File: src/rtl/bits32_demux1to2.sv
// Registered 1-to-2 demultiplexer: one valid/ready input stream is steered by Select into
// two single-entry output slots. Optional transfer counters are enabled with DEMUX_STATS_EN.
module bits32_demux1to2 #(
    parameter int WIDTH     = 32,
    parameter int CNT_WIDTH = 8
) (
    input  logic             Clk,
    input  logic             Reset,
    input  logic [WIDTH-1:0] Input,
    input  logic             Select,
    input  logic             InValid,
    output logic             InReady,
    output logic [WIDTH-1:0] Out0,
    output logic             Out0Valid,
    input  logic             Out0Ready,
    output logic [WIDTH-1:0] Out1,
    output logic             Out1Valid,
    input  logic             Out1Ready
`ifdef DEMUX_STATS_EN
    ,
    output logic [CNT_WIDTH-1:0] Count0,
    output logic [CNT_WIDTH-1:0] Count1
`endif
);

    typedef enum logic {
        EMPTY = 1'b0,
        FULL  = 1'b1
    } slot_state_t;

    logic [1:0]            ready;
    logic [1:0]            valid;
    logic [1:0]            load;
    logic [1:0][WIDTH-1:0] data;
    logic                  accept;

    assign ready = {Out1Ready, Out0Ready};

    // The target slot can take a word if it is empty or is being drained this cycle.
    assign InReady = !Reset && (!valid[Select] || ready[Select]);
    assign accept  = InValid && InReady;

    for (genvar n = 0; n < 2; n++) begin : g_slot
        slot_state_t      state_q, state_d;
        logic [WIDTH-1:0] data_q;

        assign load[n]  = accept && (Select == (n == 1));
        assign valid[n] = (state_q == FULL);
        assign data[n]  = data_q;

        always_comb begin
            state_d = state_q;
            case (state_q)
                EMPTY:   if (load[n]) state_d = FULL;
                FULL:    if (!load[n] && ready[n]) state_d = EMPTY;
                default: state_d = EMPTY;
            endcase
        end

        always_ff @(posedge Clk or posedge Reset) begin
            if (Reset) begin
                state_q <= EMPTY;
                data_q  <= '0;
            end else begin
                state_q <= state_d;
                if (load[n]) data_q <= Input;
            end
        end
    end

    assign Out0      = data[0];
    assign Out1      = data[1];
    assign Out0Valid = valid[0];
    assign Out1Valid = valid[1];

`ifdef DEMUX_STATS_EN
    logic [1:0][CNT_WIDTH-1:0] cnt;

    // Counters track completed output transfers and wrap naturally.
    for (genvar n = 0; n < 2; n++) begin : g_cnt
        logic [CNT_WIDTH-1:0] cnt_q;

        always_ff @(posedge Clk or posedge Reset) begin
            if (Reset) cnt_q <= '0;
            else if (valid[n] && ready[n]) cnt_q <= cnt_q + 1'b1;
        end

        assign cnt[n] = cnt_q;
    end

    assign Count0 = cnt[0];
    assign Count1 = cnt[1];
`endif

endmodule

File: config.mk
export PLATFORM = sky130hd
export DESIGN_NAME = bits32_demux1to2
export DESIGN_NICKNAME = d
export VERILOG_FILES = /design/src/rtl/bits32_demux1to2.sv
export SDC_FILE = /design/constraint.sdc
export NUM_CORES = 1
export LEC_CHECK = 0
export BUFFER_PORTS_ARGS = -buffer_cell sky130_fd_sc_hd__buf_2
export CAP_MARGIN = 0
export CORE_UTILIZATION = 52
export CTS_CLUSTER_DIAMETER = 50
export DETAILED_ROUTE_END_ITERATION = 10
export GPL_TIMING_DRIVEN = 0
export PLACE_DENSITY = 0.88
export SLEW_MARGIN = 20
export SYNTH_ARGS = -nofsm -noshare
export SYNTH_HDL_FRONTEND = slang
export SYNTH_SLANG_ARGS = --single-unit
File: constraint.sdc
create_clock -name Clk -period 6.6 [get_ports Clk]
set_input_delay 1.65 -clock Clk [delete_from_list [all_inputs] [get_ports Clk]]
set_output_delay 1.65 -clock Clk [all_outputs]
set_load 0.01 [all_outputs]
======== Yosys cells after proc, flatten, opt, wreduce, memory -nomap -nowiden ========
Index checks and enable logic that the tools add are counted.
storage, ports and cells
  register bits after elaboration ......... 66
  bits in latches ......................... 0
  memory bits (writable) .................. 0
  bits in read-only memories .............. 0
  input port bits ......................... 38
  output and inout bits ................... 67
  logic and storage cells ................. 29
  memories ................................ 0
cells by class
  add/subtract/negate cells ............... 0
  multiply operators ...................... 0
  divide/modulo/power cells ............... 0
  magnitude comparators ................... 1
  eq/ne operators ......................... 0
  shift operators ......................... 0
  mux-type cells .......................... 10
  bitwise logic cells ..................... 3
  reductions and logical operators ........ 11
operators with widths
  operator                                                              number
  1-bit 2-to-1 mux                                                      8
  1-bit logical AND                                                     6
  1-bit logical NOT                                                     4
  1-bit case mux with 2 select lines                                    2
  1-bit NOT                                                             3
  1-bit by 2-bit < comparator with 1-bit output, second input constant  1
  1-bit logical OR                                                      1

======== Longest topological paths before layout ========
  depth after elaboration ................. 11
  depth in mapped cells ................... 5
  mapped depth without buffers ............ 3

======== Least setup slack after synthesis ========
Ideal clock, no wire load.
  kind .................................... input to output
  start ................................... input Out0Ready
  end ..................................... output InReady
  arrival ................................. 2.019 ns
  data required time ...................... 4.950 ns
  path slack .............................. 2.931 ns
  cell stages on the path ................. 3
  buffers on the path ..................... 0
  cells stage by stage .................... nand2b_1 > mux2i_1 > nor2_1
between the ends
  word-level cells in the longest chain between the ends .. 4
ends and longest elaborated chain
  element                                               line  RTL
  start, declared                                       15    input logic Out0Ready,
  1-bit 2-to-1 mux (implied by the code) (2 in series)  40    assign InReady = !Reset && (!valid[Select] || ready[Select]);
  1-bit logical OR                                      40
  1-bit logical AND                                     40
  end, declared                                         12    output logic InReady,
Every way passes these cells. The select of a mux whose other input is x is not followed.

======== Worst setup path in the final report ========
Ends and elaborated chain as after synthesis.

==> results.tsv <==
metric	value	unit
Initial Utilization	55.3	%
Pleak	1.76	nW
largest net degree at the start of global routing	43	
H-tree levels	3	
Worst path most repeated cell	buf_2	
crit path buf inv count	2	
Global Route Usage Sum	20.2	%
Slew Limit Headroom	78.7	%
Synth Area in Simple Gates	2.21	%
final worst path period need	3.88	ns
ys async rst share	100	%
Tcrit/Tclk final	58.8	%
root buf cell	clkbuf_8	
core box area	4820	µm²
f_max	258	MHz
first-pass GRT wire length	8.00	mm
share of cells above drive strength 1	72.4	%
crit-path leading delay family	simple AND/OR/NAND/NOR gates	
clk_lat worst skew	0.32	ns
Power Total	1.10	mW
Die ar.	5410	µm²
input/output buffers	104	
Inst Count DP	320	
Slew @ Worst Pin	0.319	ns
Synth Area in XOR/XNOR	0	%
Max clock buf depth	2	
Storage cell area	1650	µm²
Post-Syn Area	2660	µm²
maximum vdd drop	0.196	mV
# Post-CTS Setup Buffers	0	
worst min-delay path class	reg -> reg	
Die W	73.6	µm
vias in the first global route	1656	
clk sinks	66	
Placer Congestion	0.679	
Site Rows	25	
post-synthesis mux area share	31.7	%
cell accounting for the most synthesized area	dfrtp_1	
Slew Viols, Final	0	
Worst EP required	4.95	ns
DR DRC count	0	
max incr delay on CP	0.17	ns
post-layout util	71.8	%
GR Overflow Total	0	
CP startpoint kind	input port	
Crit. End Element	output port	
Die Span Y	73.6	µm
number of synthesized flops with an enable pin	0	
critical path class	in -> out	
via/cell ratio	4.87	
Synth Area in Compound Gates	0	%
Finished Layout Cells	335	
CTS buffer count	9	
crit path DAT	2.23	ns
post-cts gate resize count	0	
FF+latch count, synth	66	
DPL Wire Length	3.78	mm
clock skew	0.00629	ns
sequential fraction of the synthesis area	62.0	%
Cells after Synth	148	
synth top area cells	dfrtp_1, mux2_4, mux2_2	
synth unique cells	13	
Syn Nets	186	
ys flop type	dfrtp_1	
largest family of logic cells by synthesized area	multiplexers	
routed length per instance	15.1	µm
I/O Pins	105	
Post-DRT Antenna Nets	0	
syn avg cell area	18.0	µm²
first-pass iteration count of the detailed router	2	
antenna cells	0	
footprint of the multi-input gates	902	µm²
drt initial violations	29	
CP max-delay cell	nand2b_1	
Routed Wire Length	5.06	mm
filler cell count	345	
top-area cell type share of the netlist area	62.0	%
cell with the most instances after synthesis	dfrtp_1	
area delta synth->final	29.9	%
Pwr per Cell Area	317	nW/µm²
Cell Chain, Critical Path	buf_2, nand2b_1, mux2i_1, nor2_1, buf_2	
RSZ-0062 raised after global routing	false	
register clock-pin slew on the reported worst setup and hold paths	0.06	ns
Post-synth top cells	dfrtp_1, mux2_2, mux2_4, buf_6	
Critical Path Fanout Max	3	
max-cap violation count	0	
Hold Vio Cnt, Final	0	
initial antenna violation count	0	
warnings from Yosys	0	
DR vias	1630	
Adder-Cell Fraction of Synth Area	0	%
CTS tree	yes	
Setup-failing EPs final	0	
hold_buf cts	0	
status	completed	
setup_tns	0	ns
Nets	302	
## kinds of logic after synthesis
logic type / count (synthesis)
multiplexers: 65
flip-flops: 66
AND/OR/NAND/NOR: 9
buffers and inverters: 8
## where the power goes
| group | leakage, nW | internal (mW) | switching, mW | total, mW |
|---|---|---|---|---|
| clock | 0.0920 | 0.153 | 0.136 | 0.289 |
| sequential | 0.784 | 0.489 | 0.0433 | 0.532 |
| combinational | 0.880 | 0.156 | 0.120 | 0.276 |
| total | 1.76 | 0.798 | 0.299 | 1.10 |
## final cells by class
class / instances / area share, %
Buffer: 7 / 3.04
Clock buffer: 12 / 4.48
Clock inverter: 3 / 0.434
Inverter: 1 / 0.181
Multi-Input combinational cell: 74 / 26.1
Sequential cell: 66 / 47.7
Tap cell: 67 / 2.42
Timing Repair Buffer: 105 / 15.6
## worst paths after layout
| path | start | endpoint | slack [ns] | cells past startpoint |
|---|---|---|---|---|
| min in group asynchronous | Reset | Out1Valid | 1.32 | 2 |
| min | Out1[10] | Out1[10] | 0.50 | 1 |
| max | Out0Ready | InReady | 2.72 | 5 |
| max reg2reg | Out1Valid | Out1[16] | 5.19 | 5 |
| max in group asynchronous | Reset | Out1[20] | 4.77 | 3 |
| min reg2reg | Out1[10] | Out1[10] | 0.50 | 1 |
## metrics by stage
stage / cell area, µm² / setup slack [ns] / hold WS, ns
floorplan: 2660 / 2.93 / 0.550
global placement: 3270 / 2.53 / 0.482
detailed placement: 3290 / 2.72 / 0.488
CTS: 3460 / 2.71 / 0.504
global route: 3460 / 2.65 / 0.512
finish: 3460 / 2.72 / 0.501
## metal layers
layer	vias up	share of wire (%)	global-route usage (%)
li1	752	-	-
met1	807	43	25.3
met2	65	49	33.3
met3	6	6.0	5.08
met4	0	1.2	8.33
met5	-	0	0
## cells in the final DEF, fill, tap and decap left out
cell type  count
buf_2        104
dfrtp_1       66
mux2_2        34
mux2_4        30
clkbuf_8      11
buf_6          4
buf_12         4
nand2_1        3
clkinv_2       3
nand2b_1       2
nor2b_2        1
and3_4         1
nand3b_2       1
mux2i_1        1
nor2_1         1
inv_4          1
clkbuf_1       1
## worst register-to-register path, stage by stage (launching register included)
cell and delay, ns:
dfrtp_1 0.39, nand2b_1 0.11, and3_4 0.19, buf_6 0.14, buf_12 0.16, mux2_4 0.31
## state kept, by name (all words and copies together) (netlist names)
signal     flops
Out1          32
Out0Valid      1
Out0          32
Out1Valid      1
Note: power is estimated with default switching activity, not from simulation.
